[config.mk]
export PLATFORM = sky130hd
export DESIGN_NAME = matrix_tile_fetch
export DESIGN_NICKNAME = d
export VERILOG_FILES = /design/src/rtl/matrix_pkg.sv /design/src/rtl/matrix_tile_fetch_tile_buffer.sv /design/src/rtl/matrix_tile_fetch.sv
export SDC_FILE = /design/constraint.sdc
export NUM_CORES = 1
export LEC_CHECK = 0
export CELL_PAD_IN_SITES_DETAIL_PLACEMENT = 1
export CELL_PAD_IN_SITES_GLOBAL_PLACEMENT = 2
export CORE_MARGIN = 2
export CORE_UTILIZATION = 32
export DETAILED_ROUTE_END_ITERATION = 12
export GPL_ROUTABILITY_DRIVEN = 1
export PLACE_DENSITY_LB_ADDON = 0.3
export SKIP_LAST_GASP = 1
export SYNTH_ARGS = -nofsm -noshare
export SYNTH_HDL_FRONTEND = slang
export SYNTH_SLANG_ARGS = --single-unit
[constraint.sdc]
create_clock -name clock -period 11.15 [get_ports clock]
set_input_delay 3.345 -clock clock [delete_from_list [all_inputs] [get_ports clock]]
set_output_delay 3.345 -clock clock [all_outputs]
set_load 0.02 [all_outputs]
[src/rtl/matrix_pkg.sv]
// Shared definitions for the matrix tile fetch engine.
//   - FSM state encodings (legacy-compatible localparam constants)
//   - get_address: linear row-major address of element (row, col)
//   - elem_lsb:    bit offset of element [i][j] inside a flat tile word
package matrix_pkg;

  localparam logic [1:0] S_IDLE    = 2'd0;
  localparam logic [1:0] S_FETCH   = 2'd1;
  localparam logic [1:0] S_DRAIN   = 2'd2;
  localparam logic [1:0] S_PRESENT = 2'd3;

  // Callers truncate the result to their address width, so wrap-around past
  // the top of memory falls out of the modular arithmetic for free.
  function automatic logic [31:0] get_address(input logic [31:0] row,
                                              input logic [31:0] col,
                                              input logic [31:0] cols,
                                              input logic [31:0] base);
    logic [31:0] prod;
    prod = row * cols;
    return base + prod + col;
  endfunction

  function automatic int elem_lsb(input int i, input int j,
                                  input int tile, input int data_w);
    return (i * tile + j) * data_w;
  endfunction

endpackage

[src/rtl/matrix_tile_fetch_tile_buffer.sv]
// tile_buffer: TILE x TILE array of DATA_W registers.
// Ports:
//   clock, reset  - clock and asynchronous active-low reset
//   i_clear       - synchronous clear of every element
//   i_we          - write enable for element [i_row][i_col]
//   i_row, i_col  - write coordinates
//   i_data        - write data
//   o_flat        - all elements; [i][j] at bits (i*TILE+j)*DATA_W +: DATA_W
module tile_buffer
  import matrix_pkg::*;
#(
  parameter int TILE   = 4,
  parameter int DATA_W = 32,
  parameter int IDX_W  = 2
) (
  input  logic                        clock,
  input  logic                        reset,
  input  logic                        i_clear,
  input  logic                        i_we,
  input  logic [IDX_W-1:0]            i_row,
  input  logic [IDX_W-1:0]            i_col,
  input  logic [DATA_W-1:0]           i_data,
  output logic [TILE*TILE*DATA_W-1:0] o_flat
);

  logic [DATA_W-1:0] r_elem [TILE][TILE];

  // NOTE: this array is small and directly drives a module output, so it is
  // reset like any other register; a large RAM would normally be left unreset.
  // NOTE: sequential state is assigned with <= so every register samples the
  // pre-edge values, independent of statement order.
  always_ff @(posedge clock or negedge reset) begin
    if (!reset) begin
      for (int i = 0; i < TILE; i++)
        for (int j = 0; j < TILE; j++)
          r_elem[i][j] <= '0;
    end else if (i_clear) begin
      for (int i = 0; i < TILE; i++)
        for (int j = 0; j < TILE; j++)
          r_elem[i][j] <= '0;
    end else if (i_we) begin
      r_elem[i_row][i_col] <= i_data;
    end
  end

  for (genvar gi = 0; gi < TILE; gi++) begin : g_row
    for (genvar gj = 0; gj < TILE; gj++) begin : g_col
      assign o_flat[elem_lsb(gi, gj, TILE, DATA_W) +: DATA_W] = r_elem[gi][gj];
    end
  end

endmodule

[src/rtl/matrix_tile_fetch.sv]
// matrix_tile_fetch: reads one TILE x TILE tile of a row-major ROWS x COLS
// matrix from single-port memory, zero-pads out-of-range elements, optionally
// transposes, and presents the tile as one flat word under valid/ready.
// Ports:
//   clock, reset          - clock and asynchronous active-low reset
//   start                 - fetch request, sampled only when idle
//   base_addr, rows, cols - matrix placement and shape
//   tile_row, tile_col    - tile index; transpose - store tile transposed
//   mem_addr, mem_read    - memory request; mem_rdata valid the cycle after
//   tile_data, tile_valid, tile_ready - tile output handshake
//   busy, error, done     - status: not idle, rejected request, tile taken
module matrix_tile_fetch
  import matrix_pkg::*;
#(
  parameter int DATA_W = 32,
  parameter int ADDR_W = 8,
  parameter int DIM_W  = 8,
  parameter int TILE   = 4
) (
  input  logic                        clock,
  input  logic                        reset,
  input  logic                        start,
  input  logic [ADDR_W-1:0]           base_addr,
  input  logic [DIM_W-1:0]            rows,
  input  logic [DIM_W-1:0]            cols,
  input  logic [DIM_W-1:0]            tile_row,
  input  logic [DIM_W-1:0]            tile_col,
  input  logic                        transpose,
  output logic [ADDR_W-1:0]           mem_addr,
  output logic                        mem_read,
  input  logic [DATA_W-1:0]           mem_rdata,
  output logic [TILE*TILE*DATA_W-1:0] tile_data,
  output logic                        tile_valid,
  input  logic                        tile_ready,
  output logic                        busy,
  output logic                        error,
  output logic                        done
);

  localparam int IDX_W  = (TILE > 1) ? $clog2(TILE) : 1;
  localparam int WIDE_W = 2 * DIM_W;
  localparam logic [IDX_W-1:0] LAST = IDX_W'(TILE - 1);

  logic [1:0]        r_state;
  logic              r_check;      // request latched, validity checked this cycle
  logic [ADDR_W-1:0] r_base;
  logic [DIM_W-1:0]  r_rows;
  logic [DIM_W-1:0]  r_cols;
  logic [DIM_W-1:0]  r_tile_row;
  logic [DIM_W-1:0]  r_tile_col;
  logic              r_transpose;
  logic [IDX_W-1:0]  r_i;
  logic [IDX_W-1:0]  r_j;
  logic              r_pend;       // a read issued last cycle returns data now
  logic [IDX_W-1:0]  r_pend_row;
  logic [IDX_W-1:0]  r_pend_col;
  logic              r_done;

  logic [WIDE_W-1:0] w_row_org;
  logic [WIDE_W-1:0] w_col_org;
  logic [WIDE_W-1:0] w_r;
  logic [WIDE_W-1:0] w_c;
  logic              w_in_range;
  logic              w_invalid;
  logic [ADDR_W-1:0] w_addr;
  logic [IDX_W-1:0]  w_dst_row;
  logic [IDX_W-1:0]  w_dst_col;
  logic              w_clear;

  assign w_row_org  = WIDE_W'(r_tile_row) * WIDE_W'(TILE);
  assign w_col_org  = WIDE_W'(r_tile_col) * WIDE_W'(TILE);
  assign w_r        = w_row_org + WIDE_W'(r_i);
  assign w_c        = w_col_org + WIDE_W'(r_j);
  assign w_in_range = (w_r < WIDE_W'(r_rows)) && (w_c < WIDE_W'(r_cols));

  assign w_invalid = (r_rows == '0) || (r_cols == '0) ||
                     (w_row_org >= WIDE_W'(r_rows)) ||
                     (w_col_org >= WIDE_W'(r_cols));

  assign w_addr = ADDR_W'(get_address(32'(w_r), 32'(w_c),
                                      32'(r_cols), 32'(r_base)));

  assign w_dst_row = r_transpose ? r_j : r_i;
  assign w_dst_col = r_transpose ? r_i : r_j;

  // Padding is never written explicitly: the buffer is cleared as the fetch
  // starts, which leaves the single write port free for returning read data.
  assign w_clear = r_check && !w_invalid;

  assign mem_read   = (r_state == S_FETCH) && w_in_range;
  assign mem_addr   = mem_read ? w_addr : '0;
  assign tile_valid = (r_state == S_PRESENT);
  assign busy       = (r_state != S_IDLE);
  assign error      = r_check && w_invalid;
  assign done       = r_done;

  always_ff @(posedge clock or negedge reset) begin
    if (!reset) begin
      r_state     <= S_IDLE;
      r_check     <= 1'b0;
      r_base      <= '0;
      r_rows      <= '0;
      r_cols      <= '0;
      r_tile_row  <= '0;
      r_tile_col  <= '0;
      r_transpose <= 1'b0;
      r_i         <= '0;
      r_j         <= '0;
      r_pend      <= 1'b0;
      r_pend_row  <= '0;
      r_pend_col  <= '0;
      r_done      <= 1'b0;
    end else begin
      r_check <= 1'b0;
      r_done  <= 1'b0;
      r_pend  <= 1'b0;
      case (r_state)
        S_IDLE: begin
          if (r_check) begin
            if (!w_invalid) begin
              r_state <= S_FETCH;
              r_i     <= '0;
              r_j     <= '0;
            end
          end else if (start) begin
            r_base      <= base_addr;
            r_rows      <= rows;
            r_cols      <= cols;
            r_tile_row  <= tile_row;
            r_tile_col  <= tile_col;
            r_transpose <= transpose;
            r_check     <= 1'b1;
          end
        end
        S_FETCH: begin
          r_pend     <= mem_read;
          r_pend_row <= w_dst_row;
          r_pend_col <= w_dst_col;
          if (r_j == LAST) begin
            r_j <= '0;
            if (r_i == LAST) r_state <= S_DRAIN;
            else             r_i     <= r_i + IDX_W'(1);
          end else begin
            r_j <= r_j + IDX_W'(1);
          end
        end
        S_DRAIN: begin
          r_state <= S_PRESENT;
        end
        S_PRESENT: begin
          if (tile_ready) begin
            r_state <= S_IDLE;
            r_done  <= 1'b1;
          end
        end
        default: r_state <= S_IDLE;
      endcase
    end
  end

  tile_buffer #(
    .TILE   (TILE),
    .DATA_W (DATA_W),
    .IDX_W  (IDX_W)
  ) u_tile_buffer (
    .clock   (clock),
    .reset   (reset),
    .i_clear (w_clear),
    .i_we    (r_pend),
    .i_row   (r_pend_row),
    .i_col   (r_pend_col),
    .i_data  (mem_rdata),
    .o_flat  (tile_data)
  );

endmodule

==> reports/results.txt, run 1 <==
The flow ran to the end, and the final reports show no timing, DRC or antenna violations. Instance count of the mapped netlist: 2762. The H-tree was split into 3 levels.

The logs give 70.5 mm for the half-perimeter wire length after placement and 0.267 for the overall fraction of global-route tracks in use. 602 I/O pins were placed. The floorplan step set the die height to 281 um. The largest net degree at the start of global routing came out at 231.

Highest metal layer with signal wires: met4. When the netlist entered floorplanning its net count stood at 2904. The buffer count from post-CTS setup fixing is 0. Counting flops with a built-in enable in the synthesized netlist gives 0.

The clock root buffer was clkbuf_16. The count of nets left with antenna violations once routing finished came out at 0. Counting cells, the worst reg-to-reg path comes to 9.

The number of warning messages in the yosys log is 0, and the power per standard cell area is 352 mW/mm2. Counting the buffers created by CTS gives 68. The number of slew-limit violations in the final report is 0, and the net count reported at finish is 3381.

The run gives 111 MHz as the peak clock frequency supported by timing. STA classifies the critical path startpoint as a flop. The number of port buffers works out to 601. Detailed route wirelength on metal3: 7.22 mm.

The layout has 8595 filler cells. The critical path goes through nand2_1 -> fa_1 -> fa_1 -> fa_1 -> fa_1 -> fa_1 -> xor2_1 -> xnor2_1 -> xnor2_1 -> xnor2_1 -> xnor3_1 -> nor2_1 -> clkdlybuf4s50_1. Cell leakage power: 14.5 nW. The library cell appearing most often on the critical path was fa_1. The clock period could shrink to 9.01 ns. For this run, the slowest stage of the critical path takes 0.68 ns. The number of antenna violations at the first check in global routing came out at 3. For the via count of the routed design, the log shows 21.8k.

Across the run, the number of max-cap violations was 0. For this block, the routed nets add up to 106 mm of wire. The tools report the hold violation count in the final report as 0. Ranked by total cell area, the synthesized netlist is headed by dfrtp_1 (58%), nand2_1 (18%), a21oi_1 (11%), clkbuf_1 (2.2%), ha_1 (2.2%).

The first TritonRoute pass finished after 4 iterations. IR analysis of the VDD net gives a maximum drop of 0.189 mV. The worst hold path terminates at r_tile_row[7]$_DFFE_PN0P_. STA classifies the critical path endpoint as an output pin. The die covers 0.0789 mm2.

The setup clock skew after layout is 0.0244 ns. The average instance in the mapped netlist occupies 8.88 um2. The share of the clock period used by the worst path after layout works out to 0.808.

The reg-to-reg endpoint was r_i[0]$_DFFE_PN0P_. At the worst endpoint, the arrival time is 5.66 ns. TritonCTS built the clock tree.

The logs give 0.323 for the effective utilization at floorplan and 156 mm for the global-route wire length before repair. The portion of the post-synthesis area used by sequential elements came out at 0.578. Setup slack on the worst reg-to-reg path comes out at 7.43 ns.

The post-synthesis cell type count came out at 44. The tightest min-delay check is of the reg -> reg type. For the number of standard-cell rows in the floorplan, the log shows 101. Including well taps, the total number of placed cells is 4199. The fraction of layout cells with a size suffix above 1 was 0.0544. Along the worst path, the maximum fanout reaches 14.

Startpoint of the worst setup timing path: r_i[1]$_DFFE_PN0P_. For the pin with the worst max-slew slack, the measured transition is 1.49 ns. Predominant post-synthesis flop cell: dfrtp_1. Routability-driven placement finished with a final weighted congestion of 0.815.

The clock passes through at most 3 buffers. For the share of the core filled with cells, the log shows 0.441. The total area inside the core boundary comes to 0.0759 mm2. The floorplan die width was 281 um.

Number of hold buffers added after CTS: 0. The run gives 0 as the leftover overflow at the end of global routing. The initial detailed-routing violation count is 1408, and the quantity of gates resized following cts is 0. The worst hold path passes through 2 cells. Clock latency on the worst-skew pair, taken at its later pin, is 0.60 ns.

Setup repair after global routing left no endpoint under its margin. Most frequent cell after synthesis: nand2_1. Start point of the worst hold path: r_tile_row[7]$_DFFE_PN0P_. From synthesis to final layout, the design area changed by 36.6%. In the final routing, the length of wire on met1 measures 42.6 mm. Largest area contributor in the synthesized netlist: dfrtp_1. The fraction of registers with async set or reset after synthesis was 1.00.

The synthesized netlist occupies a cell area of 0.0245 mm2. Detailed routing placed a total of 51.7 mm of wire on met2. The critical path is of the reg -> out type. By count the netlist is led by nand2_1 (1150), dfrtp_1 (566), a21oi_1 (529), clkbuf_1 (144), inv_1 (60).

The tree built by TritonCTS fans out to 566 sinks. Via count of the first global-routing pass: 23.1k. For the setup TNS, the log shows 0 ns.

The slowest stage of the critical path belongs to the cell dfrtp_1. After detailed routing, the average wire length per cell comes to 24.5 um. The count of non-filler cells in the finished layout is 4324, and the count of state elements after synthesis is 566. The launching point of the worst reg2reg path is r_cols[3]$_DFFE_PN0P_. Data on the critical path is required at its endpoint by 7.81 ns. For the count of unresolved DRC violations after routing, the log shows 0.

Clock-pin transition on the worst setup and hold timing paths: 0.06 ns. Share of the synthesized area in the top cell type: 0.578. The post-detailed-route via-to-cell ratio was 5.04.

The tools report the relative slew slack as 0.00782. Setup violations remaining at the end of the flow were counted as 0.
[kinds of logic after synthesis]
logic type,Yosys count,share of synthesized area
XOR/XNOR,21,0.00806
adder cells (fa/ha/maj),65,0.0399
AO/OA/AOI/OAI,572,0.119
AND/OR/NAND/NOR,1237,0.195
flip-flops,566,0.578
buffers and inverters,294,0.0572
multiplexers,7,0.00291
[flip-flops by register name, summed over array words and instances, names as in the netlist, 8 cells and up]
register and flops:
r_rows 8, r_cols 8, r_tile_col 8, u_tile_buffer.o_flat 512
r_base 8, r_tile_row 8
[worst max-delay path: cells and delay by family (launching register included)]
kind	cells	cell delay, ns
XOR/XNOR	5	1.07
adder cells (fa/ha/maj)	5	2.42
buffers and inverters	1	0.62
flip-flops	1	0.68
AND/OR/NAND/NOR	2	0.26
[cells in the final DEF, fill, tap and decap left out, types with 11 or more instances in the layout]
| cell | instances |
|---|---|
| nor2_1 | 21 |
| inv_1 | 60 |
| buf_4 | 35 |
| clkbuf_1 | 14 |
| nor2_4 | 11 |
| a21oi_1 | 529 |
| fa_1 | 22 |
| clkbuf_16 | 68 |
| clkdlybuf4s50_1 | 600 |
| clkbuf_8 | 21 |
| dfrtp_1 | 566 |
| xnor2_1 | 16 |
| nand2_1 | 1146 |
| o21ai_0 | 25 |
| and2_1 | 12 |
| ha_1 | 43 |
[report_power, final]
group	switching, mW	total (mW)	internal (mW)
Clock	0.925	2.33	1.41
Combinational	3.19	5.78	2.59
Sequential	0.651	3.67	3.02
Total	4.77	11.8	7.02
[per-layer routing]
layer,vias to the layer above,global-route usage
li1,9753,-
met1,11236,0.326
met2,617,0.450
met3,181,0.0664
met4,0,0.107
met5,-,0
[final cells by class]
class	count	area (um2)	area share
sequential	566	14200	0.423
multi-input combinational	1902	9090	0.272
timing repair buffer	640	6360	0.190
clock buffer	103	2040	0.0610
tap	1030	1290	0.0385
clock inverter	20	297	0.00886
inverter	61	229	0.00684
antenna	2	5.00	0.000149
[per-stage QoR]
step                hold slack, ns  worst slack [ns]  area (um2)  power, mW
detailed placement           0.491              2.69       31100       9.53
CTS                          0.504              2.03       33500       11.9
global route                 0.537              1.93       33500       12.5
floorplan                    0.452              3.43       24500       6.66
global placement             0.473              2.77       31100       9.39
finish                       0.497              2.14       33500       11.8
[worst max path at each step]
stage / end / slack, ns / cells past startpoint
2_1_floorplan: mem_addr[7] / 3.43 / 13
3_3_place_gp: mem_addr[7] / 2.77 / 16
3_5_place_dp: mem_addr[7] / 2.69 / 13
4_1_cts: mem_addr[7] / 2.03 / 13
5_1_grt: mem_addr[7] / 1.93 / 13
6_report: mem_addr[7] / 2.14 / 13
Power figures use the tool's default switching activity.
==> run 2, diff against run 1 <==
--- a/config.mk
+++ b/config.mk
@@ -8,7 +8,7 @@
 export CELL_PAD_IN_SITES_DETAIL_PLACEMENT = 1
 export CELL_PAD_IN_SITES_GLOBAL_PLACEMENT = 2
 export CORE_MARGIN = 2
-export CORE_UTILIZATION = 32
+export CORE_UTILIZATION = 27
 export DETAILED_ROUTE_END_ITERATION = 12
 export GPL_ROUTABILITY_DRIVEN = 1
 export PLACE_DENSITY_LB_ADDON = 0.3
==> constraint.sdc (replaced) <==
create_clock -name clock -period 7.4 [get_ports clock]
set_input_delay 2.22 -clock clock [delete_from_list [all_inputs] [get_ports clock]]
set_output_delay 2.22 -clock clock [all_outputs]
set_load 0.02 [all_outputs]
==> run 2 against run 1 <==
Compared with the run above:
- sequential power grew 50%
- first-iteration DRC count shrank 6.7%
- hold slack gained 0.0052 ns
- combinational power grew 56%
- clock power grew 49%
- highest routed layer unchanged
==> reports/results.txt, run 2 (synthesized netlist as in run 1, its figures left out) <==
Once layout is complete, the cells apart from fillers number 4478. Summing all non-filler instances in the final layout gives an area of 0.0338 mm2. The TritonCTS buffer count was 70; the fraction of layout cells with a size suffix above 1 was 0.0621. The run gives 0 as the remaining number of nets flagged by the antenna check after routing. On the critical path the largest part of the delay comes from adder cells. The relative slew slack came out at 0.213. Summing all flip-flop and latch instances after layout gives 0.0142 mm2. The tools report the power share of the clock group as 0.193.

The library cells used most frequently in the layout, excluding fill and tap cells, are nand2_1 (1142), clkdlybuf4s50_1 (597), dfrtp_1 (561). The critical path data required time was 5.18 ns. The tool flagged a number of max-cap violations equal to 0. The number of port buffers was 601; the final-layout fill cell count was 10.3k.

602 I/O pins were placed. The first global-routing pass estimated 160 mm of wire. The cell with the biggest individual delay on the critical path is fa_1.

For this block, the via count after detailed routing is 21.6k. The die is 305 um tall. Buffer levels on the longest clock path: 3. The core box area was 0.0900 mm2.

Dividing the detail-routed wire length by the instance count gives 24.5 um. Power spread over the standard cell area amounts to 533 mW/mm2. The switching part of the total power is 0.407, and the post-detailed-routing wire length is 110 mm. In the post-route analysis, the smallest setup slack over all paths is 0.201 ns. In this run the power spent charging and discharging nets is 7.33 mW. The multi-input gate area in the final layout is 0.00918 mm2, and the floorplan die width is 305 um. The overall fraction of global-route tracks in use is 0.232.

The hold violation count in the final report was 0. Summed over all cells, the static leakage comes to 14.6 nW. TritonCTS built the clock tree. Leaving out fill and tap cells, the most frequent cell in the layout is nand2_1. Clock-pin slew was measured on the worst setup and hold paths at 0.06 ns. The most numerous cell type found on the critical path is fa_1. The floorplan has 110 rows.

The post-detailed-route via-to-cell ratio came out at 4.83. VDD sags by at most 0.325 mV. The tools report the number of slew-limit violations in the final report as 0.

Once detailed placement completed, the half-perimeter wirelength came to 73.1 mm. The number of antenna violations at the first check in global routing is 2, and the delay contributed by the slowest stage of the critical path is 0.54 ns. Prior to clock tree synthesis, the placed netlist has a worst setup slack of 0.103 ns.

The later pin in the worst-skew pair is clocked with a latency of 0.62 ns. Routability-driven placement finished with a final weighted congestion of 0.803. The critical path contains buffers and inverters numbering 3 combined. The post-synthesis to final-layout area growth was 37.8%. The share of the clock period used by the worst path after layout was 0.973. Including well taps, the total number of placed cells is 4359. The tools report the via count of the first global-routing pass as 23.2k. The critical path goes through buf_6 -> nand2_1 -> fa_1 -> fa_1 -> fa_1 -> fa_1 -> fa_1 -> inv_1 -> ha_1 -> a21oi_2 -> xnor3_1 -> nor2_2 -> buf_6.

Buffers inserted to repair hold after CTS numbered 0. The internal power of the cells totals 10.7 mW. The detailed router finished its first iteration with 1314 violations. After global routing the overflow that remains totals 0. The effective utilization at floorplan was 0.272; the setup clock skew after layout was 0.0232 ns. The tools report the share of the core filled with cells as 0.375. For the diode insertion count for antenna repair, the log shows 0. The combinational power share is 0.501, and the peak clock frequency supported by timing is 139 MHz.

Counting every sink on the clock net gives 566. After the last flow step, the layout net total stands at 3398. The setup path with the least slack is of type reg -> out.

The flow ran to the end, and the final reports show no timing, DRC or antenna violations. Data arrives at the worst endpoint at 4.98 ns. CTS built an H-tree with a depth of 3. Setup repair after global routing left no endpoint under its margin.

The register with the most flip-flops in the layout has 512 of them. The tools report the clock root buffer as clkbuf_16. The min-delay analysis places its worst path in the category reg -> reg. STA classifies the critical path endpoint as an output pin.

After routing, the total negative slack on setup checks comes to 0 ns. The pre-antenna-repair detailed-routing pass consisted of 5 iterations. Entering global routing, the biggest net connects 193 pins.

The tools report the count of unresolved DRC violations after routing as 0. For the number of endpoints failing setup at the final stage, the log shows 0. The die outline area was 0.0932 mm2; the sequential fraction of design power was 0.306.

The worst setup path is launched from a flop. The placed instances occupy a cell area of 0.0314 mm2. For the pin with the worst max-slew slack, the measured transition is 1.18 ns. The time the worst path needs with I/O delays and setup was 7.20 ns; the maximum fanout encountered on the critical timing path was 7.
## run 2: changes by cell type in the layout (fill, tap and decap cells not counted), sizes merged
| cell | delta |
|---|---|
| clkbuf | -5 |
| inv | +1 |
| clkdlybuf4s50 | -3 |
| diode | -2 |
| clkinvlp | -2 |
| clkinv | +1 |
| buf | +17 |
| dlymetal6s2s | +1 |
## run 2: metal layers
| layer | up-vias | global-route usage | share of wire |
|---|---|---|---|
| met5 | - | 0 | 0 |
| li1 | 9776 | - | - |
| met1 | 11122 | 0.285 | 0.42 |
| met3 | 158 | 0.0525 | 0.056 |
| met2 | 580 | 0.399 | 0.49 |
| met4 | 0 | 0.0863 | 0.037 |
## run 2: final timing paths
path / startpoint / endpoint / slack (ns) / cells after the start
worst max-delay path: r_cols[1]$_DFFE_PN0P_ / mem_addr[7] / 0.20 / 13
worst min-delay path: r_tile_row[6]$_DFFE_PN0P_ / r_tile_row[6]$_DFFE_PN0P_ / 0.50 / 2
worst max register to register: r_tile_row[1]$_DFFE_PN0P_ / u_tile_buffer.o_flat[210]$_DFFE_PN0P_ / 3.78 / 8
worst min register to register: r_tile_row[6]$_DFFE_PN0P_ / r_tile_row[6]$_DFFE_PN0P_ / 0.50 / 2
max in group asynchronous: reset / u_tile_buffer.o_flat[349]$_DFFE_PN0P_ / 4.29 / 2
min in group asynchronous: reset / u_tile_buffer.o_flat[66]$_DFFE_PN0P_ / 1.66 / 1
## run 2: stage by stage
| stage | hold WS (ns) | total power [mW] |
|---|---|---|
| 2_1_floorplan | 0.452 | 10.0 |
| 3_3_place_gp | 0.473 | 14.2 |
| 3_5_place_dp | 0.498 | 14.4 |
| 4_1_cts | 0.512 | 18.0 |
| 5_1_grt | 0.532 | 19.1 |
| 6_report | 0.502 | 18.0 |
## run 2: worst register-to-register path: stages (launching register included)
cell and delay (ns):
dfrtp_1 0.41, buf_4 0.17, ha_1 0.30, a21oi_1 0.16
a211oi_1 0.10, nor4_1 0.40, and3_4 0.81, buf_12 0.55
a21oi_1 0.55
## run 2: power by group through the flow
stage / sequential (mW) / combinational [mW] / clock [mW]
finish: 5.52 / 9.03 / 3.47
global route: 5.71 / 9.74 / 3.68
CTS: 5.53 / 8.94 / 3.56
detailed placement: 5.56 / 8.84 / 0
global placement: 5.49 / 8.74 / 0
floorplan: 6.97 / 3.07 / 0
## run 2: cell type report
| cell class | instances | share of cell area |
|---|---|---|
| tap | 1176 | 0.0435 |
| clock inverter | 20 | 0.00807 |
| clock buffer | 98 | 0.0586 |
| multi-input combinational | 1902 | 0.272 |
| inverter | 61 | 0.00678 |
| sequential | 566 | 0.419 |
| timing repair buffer | 655 | 0.192 |
## run 2: what timing repair did
action | CTS | global route
pin swaps | 0 | 14
setup buffers | 0 | 1
gates resized for setup | 9 | 17
gates cloned | 0 | 0
endpoints found under the hold margin | 0 | 0
endpoints found under the setup margin | 2 | 3
